`src/rtl/mem_arbiter_pkg.sv`:
```
// mem_arbiter_pkg: shared types and owner encodings for the two-master memory arbiter
package mem_arbiter_pkg;
  typedef enum logic [1:0] {ARB_IDLE, ARB_ISSUE, ARB_WAIT} arb_state_t;
  localparam logic [1:0] OWN_NONE = 2'd0;
  localparam logic [1:0] OWN_I = 2'd1;
  localparam logic [1:0] OWN_D = 2'd2;
  typedef struct packed {
    logic        instr;
    logic [31:0] addr;
    logic [31:0] wdata;
    logic [3:0]  wstrb;
  } mem_req_t;
endpackage

```
`src/rtl/mem_arbiter_buffer.sv`:
```
// mem_arbiter_buffer: per-master request capture register with pending flag and violation detect
module mem_arbiter_buffer
  import mem_arbiter_pkg::*;
(
  input  logic     clk,
  input  logic     rst,
  input  logic     valid_i,
  input  mem_req_t req_i,
  input  logic     clr_i,
  input  logic     owner_i,
  output logic     pending_o,
  output mem_req_t req_o,
  output logic     err_o
);
  logic     pending_q, pending_d, accept;
  mem_req_t req_q, req_d;
  assign err_o = valid_i & (pending_q | owner_i);
  assign accept = valid_i & ~err_o;
  // clear beats set so a request granted straight from the live inputs never lingers as pending
  always_comb begin
    pending_d = clr_i ? 1'b0 : (accept | pending_q);
    req_d = accept ? req_i : req_q;
  end
  always_ff @(posedge clk or posedge rst) begin
    if (rst) begin
      pending_q <= 1'b0;
      req_q <= '0;
    end else begin
      pending_q <= pending_d;
      req_q <= req_d;
    end
  end
  assign pending_o = pending_q;
  assign req_o = req_q;
endmodule

```
`src/rtl/mem_arbiter.sv`:
```
// mem_arbiter: round-robin two-master to one-slave request arbiter
module mem_arbiter
  import mem_arbiter_pkg::*;
#(
  parameter bit PRIORITY_DATA = 1'b1
) (
  input  logic        clk,
  input  logic        rst,
  input  logic        imemory_valid,
  input  logic        imemory_instr,
  input  logic [31:0] imemory_addr,
  input  logic [31:0] imemory_wdata,
  input  logic [3:0]  imemory_wstrb,
  output logic [31:0] imemory_rdata,
  output logic        imemory_ready,
  input  logic        dmemory_valid,
  input  logic        dmemory_instr,
  input  logic [31:0] dmemory_addr,
  input  logic [31:0] dmemory_wdata,
  input  logic [3:0]  dmemory_wstrb,
  output logic [31:0] dmemory_rdata,
  output logic        dmemory_ready,
  output logic        mem_valid,
  output logic        mem_instr,
  output logic [31:0] mem_addr,
  output logic [31:0] mem_wdata,
  output logic [3:0]  mem_wstrb,
  input  logic [31:0] mem_rdata,
  input  logic        mem_ready,
  output logic        arb_error
);
  arb_state_t state_q, state_d;
  logic [1:0] owner_q, owner_d;
  logic       last_q, last_d, err_q, err_d;
  mem_req_t   req_q, req_d, i_live, d_live, i_buf, d_buf, src;
  logic       i_pend, d_pend, i_err, d_err, i_clr, d_clr, ri, rd, gnt_d, done;
  assign i_live = '{imemory_instr, imemory_addr, imemory_wdata, imemory_wstrb};
  assign d_live = '{dmemory_instr, dmemory_addr, dmemory_wdata, dmemory_wstrb};
  mem_arbiter_buffer u_ibuf (
    .clk(clk), .rst(rst), .valid_i(imemory_valid), .req_i(i_live), .clr_i(i_clr),
    .owner_i(owner_q == OWN_I), .pending_o(i_pend), .req_o(i_buf), .err_o(i_err)
  );
  mem_arbiter_buffer u_dbuf (
    .clk(clk), .rst(rst), .valid_i(dmemory_valid), .req_i(d_live), .clr_i(d_clr),
    .owner_i(owner_q == OWN_D), .pending_o(d_pend), .req_o(d_buf), .err_o(d_err)
  );
  assign ri = i_pend | imemory_valid;
  assign rd = d_pend | dmemory_valid;
  // last_q = 1 means data won last, so a tie goes to instruction
  assign gnt_d = rd & (~ri | ~last_q);
  // a live pulse on an already-pending master is a dropped violation, so the buffer wins then
  assign src = gnt_d ? (d_pend ? d_buf : d_live) : (i_pend ? i_buf : i_live);
  assign done = (state_q != ARB_IDLE) & mem_ready;
  always_comb begin
    state_d = state_q;
    owner_d = owner_q;
    last_d = last_q;
    req_d = req_q;
    i_clr = 1'b0;
    d_clr = 1'b0;
    err_d = err_q | i_err | d_err;
    unique case (state_q)
      ARB_IDLE: if (ri | rd) begin
        state_d = ARB_ISSUE;
        owner_d = gnt_d ? OWN_D : OWN_I;
        last_d = gnt_d;
        req_d = src;
        i_clr = ~gnt_d;
        d_clr = gnt_d;
      end
      ARB_ISSUE: state_d = mem_ready ? ARB_IDLE : ARB_WAIT;
      ARB_WAIT: state_d = mem_ready ? ARB_IDLE : ARB_WAIT;
      default: state_d = ARB_IDLE;
    endcase
    owner_d = done ? OWN_NONE : owner_d;
  end
  always_ff @(posedge clk or posedge rst) begin
    if (rst) begin
      state_q <= ARB_IDLE;
      owner_q <= OWN_NONE;
      last_q <= ~PRIORITY_DATA;
      err_q <= 1'b0;
      req_q <= '0;
    end else begin
      state_q <= state_d;
      owner_q <= owner_d;
      last_q <= last_d;
      err_q <= err_d;
      req_q <= req_d;
    end
  end
  assign mem_valid = state_q == ARB_ISSUE;
  assign mem_instr = req_q.instr;
  assign mem_addr = req_q.addr;
  assign mem_wdata = req_q.wdata;
  assign mem_wstrb = req_q.wstrb;
  assign imemory_ready = done & (owner_q == OWN_I);
  assign dmemory_ready = done & (owner_q == OWN_D);
  assign imemory_rdata = imemory_ready ? mem_rdata : '0;
  assign dmemory_rdata = dmemory_ready ? mem_rdata : '0;
  assign arb_error = err_q;
endmodule

```
`config.mk`:
```
export PLATFORM = sky130hd
export DESIGN_NAME = mem_arbiter
export DESIGN_NICKNAME = d
export VERILOG_FILES = /design/src/rtl/mem_arbiter_pkg.sv /design/src/rtl/mem_arbiter_buffer.sv /design/src/rtl/mem_arbiter.sv
export SDC_FILE = /design/constraint.sdc
export NUM_CORES = 1
export LEC_CHECK = 0
export CAP_MARGIN = 15
export CORE_ASPECT_RATIO = 0.8
export CORE_UTILIZATION = 41
export DETAILED_ROUTE_END_ITERATION = 10
export GPL_TIMING_DRIVEN = 0
export PLACE_DENSITY = 0.72
export SLEW_MARGIN = 20
export SYNTH_ARGS = -nofsm -noshare
export SYNTH_HDL_FRONTEND = slang
export SYNTH_SLANG_ARGS = --single-unit
```
`constraint.sdc`:
```
create_clock -name clk -period 20.2 [get_ports clk]
set_input_delay 4.04 -clock clk [delete_from_list [all_inputs] [get_ports clk]]
set_output_delay 4.04 -clock clk [all_outputs]
set_load 0.05 [all_outputs]
```
## Word level (Yosys, flattened, before mapping)

Cells that the tools add are included.

- Reductions and logical operators: 7
- Bitwise gates (word level): 23
- Muxes and demuxes: 18
- Equality and inequality tests: 5

Operator list:

| cell | number |
|---|---|
| $mux W69 | 3 |
| $mux W32 | 2 |
| $mux W2 | 6 |
| $or A1 B1 Y1 | 10 |
| $and A1 B1 Y1 | 8 |
| $mux W1 | 6 |
| $reduce_bool A2 Y1 | 3 |
| $not A1 Y1 | 5 |
| $eq A2 B1 Y1 const B | 2 |
| $eq A2 B2 Y1 const B | 2 |
| $pmux W2 S2 | 1 |
| $reduce_and A2 Y1 | 2 |
| $logic_not A2 Y1 | 1 |
| $ne A2 B2 Y1 const B | 1 |
| $reduce_or A2 Y1 | 1 |

- Logic and storage cells: 71
- Output and inout bits: 137
- Flip-flop bits (word level): 215

## Logic depth before layout (Yosys ltp)

Gate-level depths: netlist of the first run.

- Depth after elaboration: 8
- Mapped depth: 7
- Depth with buffers taken out: 5

## Modules after synthesis

From an unflattened synthesis of the first run, not the netlist that was laid out.

- Cell total of the unflattened synthesis: 796
- Area, all modules: 10219.8 um^2

Modules (own cells, without submodules):

| module | instances | cells an instance | area each (um^2) |
|---|---|---|---|
| mem_arbiter_buffer | 2 | 152 | 2611.3 |
| mem_arbiter | 1 | 492 | 4997.3 |

## Worst setup path after synthesis of the first run

No wires, ideal clock.

- Path type: input port to output port
- Start: in mem_ready
- End: out dmemory_rdata[22]
- Buffers on the path: 1
- Data required time: 16160 ps
- Setup slack: 10798 ps
- Cell stages on the path: 3
- Arrival time: 5362 ps
- Cells stage by stage: and3b_1 clkbuf_1 and2_1

- Cells in the longest elaborated chain, start to end: 3

Ends and longest elaborated chain:

| item | line | RTL |
|---|---|---|
| start: declaration | mem_arbiter.sv:29 | `input logic mem_ready,` |
| $and A1 B1 Y1 | mem_arbiter.sv:53 | `assign done = (state_q != ARB_IDLE) & mem_ready;` |
| $and A1 B1 Y1 | mem_arbiter.sv:98 | `assign dmemory_ready = done & (owner_q == OWN_D);` |
| named net dmemory_ready | mem_arbiter.sv:22 | `output logic dmemory_ready,` |
| $mux W32 | mem_arbiter.sv:100 | `assign dmemory_rdata = dmemory_ready ? mem_rdata : '0;` |
| end: declaration | mem_arbiter.sv:21 | `output logic [31:0] dmemory_rdata,` |

The timed path passes the listed nets, and every way through them passes these cells.

## Final worst setup path of the first run

- Start: in mem_ready
- End: out imemory_rdata[17]

- Cells in the longest elaborated chain, start to end: 3

Ends and longest elaborated chain:

| item | line | RTL |
|---|---|---|
| $and A1 B1 Y1 | mem_arbiter.sv:53 |  |
| $and A1 B1 Y1 | mem_arbiter.sv:97 | `assign imemory_ready = done & (owner_q == OWN_I);` |
| $mux W32 | mem_arbiter.sv:99 | `assign imemory_rdata = imemory_ready ? mem_rdata : '0;` |
| end: declaration | mem_arbiter.sv:14 | `output logic [31:0] imemory_rdata,` |

Every way passes these cells.

==> flow_summary.json, run 1 <==
{
  "fillers": 1958,
  "rsz0062_at_grt": "no",
  "crit_buf_inv": 3,
  "layout-drive-gt1-share_pct": 18.1,
  "cts_resized": 0,
  "arrival_ns": 6.26,
  "synthArstFlopShare_pct": 100,
  "antenna_found_initial": 1,
  "slowest_delay_ns": 0.82,
  "timing.final.ws_setup_ns": 9.90,
  "first_iter_violations": 380,
  "hold_buffers": 0,
  "cts_tree": "done",
  "avgSynthCellArea_um2": 12.8,
  "power_per_cell_area_nw_per_um2": 171,
  "synth_area_um2": 10100,
  "pre_cts_ws_ns": 9.89,
  "endpoint_kind": "primary output",
  "period_share_pct": 51.0,
  "finalMaxSlewViolations": 0,
  "syn_to_final_growth_pct": 42.6,
  "antenna_left": 0,
  "seq_power_share_pct": 31.2,
  "cp_common_cell": "clkdlybuf4s50_1",
  "wl_per_cell_um": 20.5,
  "synthFlopType": "dfrtp_1",
  "gp_congestion": 0.775,
  "cp_top_family": "buffers and inverters",
  "finalCriticalPeriod_ns": 10.30,
  "seq_area_frac_synth_pct": 53.3,
  "p_int_mw": 1.43,
  "syn-instance-count": 790,
  "ios": 312,
  "clock_path_buffers": 3,
  "met2_usage_pct": 39.6,
  "vias": 7669,
  "clock_power_share_pct": 17.2,
  "port_buffers": 310,
  "setup_tns_ns": 0,
  "use_met3_pct": 6.60,
  "grt.overflow.total": 0,
  "globalRouteMet1Util_pct": 30.4,
  "busiest_layer": "met2",
  "fin_nets": 1305,
  "clk_latency_ns": 0.51,
  "leakage_nw": 6.19,
  "max_freq_mhz": 97.1,
  "first_pass_iters": 6,
  "clk_pin_slew_worst_paths_ns": 0.06,
  "yosysWarnings": 0,
  "post-route-drc-count": 0,
  "p_sw_mw": 1.03,
  "die_area_um2": 25300,
  "wl_um": 29900,
  "p_comb_share_pct": 51.6,
  "diodes": 0,
  "post_cts_buffers": 0,
  "crit_required_ns": 16.16,
  "grt_pass1_wl_um": 45300,
  "via_per_inst": 5.27,
  "tightest_slew_ns": 1.03,
  "slowest_stage": "clkdlybuf4s50_1",
  "grtUsageTotal_pct": 23.6,
  "cp_max_fo": 10,
  "status": "completed",
  "worstHoldPathType": "flop to flop",
  "finalHoldViolations": 0,
  "die_w_um": 177,
  "ys_ff_latch": 215,
  "slew_headroom_pct": 30.7,
  "root_buffer": "clkbuf_16",
  "syn_nets": 968,
  "fp.dieH_um": 142,
  "hpwl_um": 21500,
  "setup.worst_path.start_class": "primary input",
  "rows": 50,
  "vdd_drop_max_mv": 0.122,
  "path_cells": "clkdlybuf4s50_1 > and3b_1 > clkbuf_1 > and2_1 > clkdlybuf4s50_1",
  "grt_pass1_vias": 7799,
  "core-area_um2": 23800,
  "clkSinkCount": 215,
  "synth_edf_count": 0,
  "numCtsBuffers": 23,
  "setup_viol": 0,
  "ys_types": 23,
  "crit_type": "primary input to primary output",
  "max-cap-violations": 0,
  "grt_max_degree": 96,
  "power.share.switching_pct": 41.8,
  "htreeDepth": 1,
  "start_util_pct": 42.5,
  "skew_ns": 0.0128
}
[synth_stat cells, types with 2 or more instances]
cell      instances  area share, %
inv_1             6           0.22
dfrtp_1         215             53
mux2i_1         139             14
nand2_1          73            2.7
and3b_1           2           0.17
ha_1              3           0.37
nand3b_1          3           0.22
and2_1           64            4.0
nor2b_1           2           0.12
clkbuf_1         23           0.85
buf_2            37            1.8
mux2_1            6           0.67
o21ai_0           5           0.25
mux2_2          132             15
a21boi_0          2           0.15
o221ai_1         69            6.0
nor2_1            3           0.11
[metrics by stage]
stage	std cells	utilization [%]	hold slack (ns)	cell area (um^2)	total power, mW
final	1455	60.6	0.476	14400	2.46
after global routing	1455	60.6	0.509	14400	2.59
after CTS	1455	60.6	0.478	14400	2.48
after detailed placement	1414	57.5	0.460	13700	2.05
after global placement	1412	57.2	0.460	13600	2.02
after floorplan	790	-	0.458	10100	1.64
[final cells by class]
cell class | instances | area (um^2) | area share (%)
Buffer | 60 | 272 | 1.88
Multi-Input combinational cell | 509 | 4430 | 30.7
Timing Repair Buffer | 312 | 3160 | 21.9
Clock buffer | 36 | 664 | 4.61
Inverter | 6 | 30.0 | 0.208
Sequential cell | 215 | 5380 | 37.3
Tap cell | 312 | 390 | 2.71
Clock inverter | 5 | 82.6 | 0.573
[cell usage in the layout, fill, tap and decap left out, types with 2 or more instances in the layout]
cell / netlist / routed
buf_2: 37 / 37
nor2b_1: 2 / 2
dfrtp_1: 215 / 215
nor2_1: 3 / 3
mux2i_1: 139 / 139
nand3b_1: 3 / 3
o21ai_0: 5 / 5
clkbuf_16: 0 / 23
ha_1: 3 / 3
buf_16: 0 / 2
inv_1: 6 / 5
mux2_1: 6 / 6
and2_1: 64 / 64
nand2_1: 73 / 73
mux2_2: 132 / 132
o221ai_1: 69 / 69
clkbuf_8: 0 / 4
clkdlybuf4s50_1: 0 / 310
inv_6: 0 / 2
clkbuf_1: 23 / 32
bufinv_16: 0 / 2
a21boi_0: 2 / 2
and3b_1: 2 / 2
[state kept, by name (all words and copies together) (netlist names)]
name and flops:
u_dbuf.req_o 69, u_ibuf.req_o 69, mem_addr 32, mem_wdata 32
mem_wstrb 4, owner_q 2, state_q 2, arb_error 1
last_q 1, mem_instr 1, u_dbuf.pending_o 1, u_ibuf.pending_o 1
[per-layer routing]
metal | vias up | share of wire (%)
met2 | 263 | 47
met5 | - | 0
met3 | 42 | 8.3
met4 | 0 | 1.7
met1 | 3808 | 43
li1 | 3556 | -
[cell families (layout without fill, tap and decap cells)]
logic type,Yosys count,in the layout,share of synthesized area [%]
AOI/OAI and AO/OA,80,80,6.81
adders and majority gates,3,3,0.372
buffers and inverters,66,419,2.91
DFF,215,215,53.3
muxes,277,277,29.2
and+or+nand+nor,149,149,7.49
[power by group through the flow]
stage	clock (mW)	combinational, mW	sequential, mW
floorplan	0	0.660	0.976
global placement	0	1.26	0.766
detailed placement	0	1.28	0.772
CTS	0.431	1.28	0.768
global route	0.447	1.35	0.794
finish	0.422	1.27	0.768
[worst register-to-register path, cell delays in order, from the launching register on]
cell and delay, ns:
dfrtp_1 0.38, buf_2 0.21, o41ai_2 0.84, clkbuf_1 0.55
nand2_1 0.15, o221ai_1 0.10
[final timing paths]
path,startpoint,to,cells past startpoint,slack [ns]
min reg2reg,arb_error,arb_error,1,0.48
min,arb_error,arb_error,1,0.48
min in group asynchronous,rst,u_ibuf.req_o[17],2,3.92
max in group asynchronous,rst,u_dbuf.req_o[54],3,15.50
max reg2reg,u_ibuf.pending_o,mem_wdata[25],5,17.91
max,mem_ready,imemory_rdata[17],5,9.90
No activity file was read; power rests on OpenSTA's default activity.
==> inputs of run 2 (changes only) <==
==> constraint.sdc (replaced) <==
create_clock -name clk -period 9.9 [get_ports clk]
set_input_delay 1.98 -clock clk [delete_from_list [all_inputs] [get_ports clk]]
set_output_delay 1.98 -clock clk [all_outputs]
set_load 0.05 [all_outputs]
==> results of run 2 <==
Same layout as run 1 (identical final DEF). Status: completed.
Among the figures that moved: setup slack after placement 9.89 ns -> 3.71 ns; setup slack after layout 9.90 ns -> 3.72 ns; register-to-register setup slack 17.91 ns -> 7.61 ns; total power 2.46 mW -> 5.02 mW; worst IR drop on VDD 0.122 mV -> 0.248 mV
==> inputs of run 3 (changes only) <==
--- a/config.mk
+++ b/config.mk
@@ -10,7 +10,7 @@
 export CORE_UTILIZATION = 41
 export DETAILED_ROUTE_END_ITERATION = 10
 export GPL_TIMING_DRIVEN = 0
-export PLACE_DENSITY = 0.72
+export PLACE_DENSITY = 0.74
 export SLEW_MARGIN = 20
 export SYNTH_ARGS = -nofsm -noshare
 export SYNTH_HDL_FRONTEND = slang
==> constraint.sdc (replaced) <==
create_clock -name clk -period 5.51 [get_ports clk]
set_input_delay 1.102 -clock clk [delete_from_list [all_inputs] [get_ports clk]]
set_output_delay 1.102 -clock clk [all_outputs]
set_load 0.05 [all_outputs]
==> run 3 against run 2 <==
Net effect:
- sequential cell count did not move
- via count is essentially flat
- clock skew up 0.0023 ns
- first-iteration DRC count is 1.8% lower
- non-clock buffer count rose by 6
- critical endpoint is now dmemory_rdata[8]
- global-route usage down 0.073 points
- largest power group unchanged
- routed wire length up 0.28%
- critical path type unchanged
- cell count rose by 0.34%
- sequential share of layout area down 0.30 points
- critical path depth did not move
- combinational power increased by 81%
==> flow_summary.json, run 3 (synthesis results as in run 1) <==
{
  "post-route-drc-count": 0,
  "htreeDepth": 1,
  "first_iter_violations": 373,
  "rows": 50,
  "status": "completed",
  "start_util_pct": 42.5,
  "slew_headroom_pct": 44.5,
  "crit_type": "primary input to primary output",
  "finalHoldViolations": 0,
  "rsz0062_at_grt": "no",
  "ios": 312,
  "reg2reg_from": "u_dbuf.pending_o",
  "numCtsBuffers": 23,
  "worst_hold_slack_ns": 0.470,
  "clk_pin_slew_worst_paths_ns": 0.06,
  "vias": 7676,
  "fp.dieH_um": 142,
  "root_buffer": "clkbuf_16",
  "vdd_drop_max_mv": 0.339,
  "worstHoldPathType": "flop to flop",
  "r2r_setup_slack_ns": 3.15,
  "wl_um": 30000,
  "crit_required_ns": 4.41,
  "grt_pass1_vias": 7894,
  "antenna_left": 0,
  "port_buffers": 310,
  "final_common_cell": "clkdlybuf4s50_1",
  "power_per_cell_area_nw_per_um2": 621,
  "post_cts_buffers": 0,
  "p_comb_share_pct": 51.9,
  "dp.cells": 1420,
  "r2r_end": "mem_addr[22]",
  "core-area_um2": 23800,
  "gp_congestion": 0.764,
  "cp_max_fo": 10,
  "die_w_um": 177,
  "clock_path_buffers": 3,
  "hpwl_um": 21900,
  "max_freq_mhz": 221,
  "endpoint_kind": "primary output",
  "die_area_um2": 25300,
  "fin_nets": 1311,
  "period_share_pct": 82.1,
  "grt_pass1_wl_um": 45400,
  "grt.overflow.total": 0,
  "layout-drive-gt1-share_pct": 18.8,
  "p_sw_mw": 3.78,
  "skew_ns": 0.0151,
  "total_power_mw": 9.02,
  "seq_power_share_pct": 31.1,
  "leakage_nw": 6.25,
  "finalMaxSlewViolations": 0,
  "timing.final.ws_setup_ns": 0.984,
  "fillers": 1908,
  "syn_to_final_growth_pct": 43.7,
  "hold_start": "arb_error",
  "via_per_inst": 5.26,
  "clk_latency_ns": 0.50,
  "pre_cts_ws_ns": 0.946,
  "arrival_ns": 3.42,
  "rr_worst_depth": 5,
  "fin_cells": 1460,
  "clkSinkCount": 215,
  "place_area_um2": 13800,
  "fin_util_pct": 61.1,
  "finalCriticalPeriod_ns": 4.53,
  "cts_resized": 0,
  "holdPathEnd": "arb_error",
  "wl_per_cell_um": 20.5,
  "grtUsageTotal_pct": 23.5,
  "first_pass_iters": 5,
  "most-common-layout-cells": "310 x clkdlybuf4s50_1, 215 x dfrtp_1, 139 x mux2i_1, 132 x mux2_2, 73 x nand2_1",
  "setup_tns_ns": 0,
  "power.share.switching_pct": 41.9,
  "max-cap-violations": 0,
  "setup_viol": 0,
  "grt_max_degree": 34,
  "p_int_mw": 5.24,
  "setup.worst_path.start_class": "primary input",
  "tightest_slew_ns": 0.832,
  "cts_tree": "done",
  "final_area_um2": 14500,
  "antenna_found_initial": 3,
  "hold_buffers": 0,
  "holdPathStages": 1,
  "clock_power_share_pct": 17.0
}
[run 3: changes by cell type in the layout (fill, tap and decap cells not counted), sizes merged]
cell,previous run,this run
clkinv,1,5
clkbuf,59,54
diode,0,2
inv,8,5
clkinvlp,0,1
buf,39,45
[run 3: power by group through the flow]
stage               clock network (mW)  logic (mW)  registers (mW)
finish                            1.53        4.68            2.81
CTS                               1.56        4.72            2.80
detailed placement                   0        4.71            2.82
global route                      1.62        4.97            2.91
floorplan                            0        2.42            3.58
global placement                     0        4.62            2.80
[run 3: critical path, stage by stage]
cell and delay, ns:
clkdlybuf4s50_1 0.51, and3b_1 0.42, clkbuf_1 0.37, and2_1 0.20, clkdlybuf4s50_1 0.80
[run 3: layout make-up]
class | count | area [um^2] | area share (%)
clock inverters | 7 | 85.1 | 0.586
repair buffers | 318 | 3280 | 22.6
clock buffers | 31 | 646 | 4.45
plain buffers | 60 | 272 | 1.87
inverters | 6 | 26.3 | 0.181
flip-flops and latches | 215 | 5380 | 37.0
well taps | 312 | 390 | 2.69
diodes | 2 | 5.00 | 0.0345
multi-input cells | 509 | 4440 | 30.6
[run 3: metal layers]
layer | up-vias | track usage [%] | share of wire (%)
met5 | - | 0 | 0.093
met4 | 4 | 5.62 | 2.0
met3 | 42 | 7.00 | 8.4
met2 | 263 | 39.9 | 47
met1 | 3813 | 29.4 | 42
li1 | 3554 | - | -
[run 3: worst max-delay path by stage]
stage	endpoint	slack [ns]	startpoint	depth (start not counted)
after floorplan	arb_error	1.61	rst	1
after global placement	u_dbuf.req_o[42]	-0.18	rst	2
after detailed placement	dmemory_rdata[8]	0.95	mem_ready	5
after CTS	dmemory_rdata[8]	0.94	mem_ready	5
after global routing	dmemory_rdata[27]	0.90	mem_ready	5
final	dmemory_rdata[8]	0.98	mem_ready	5
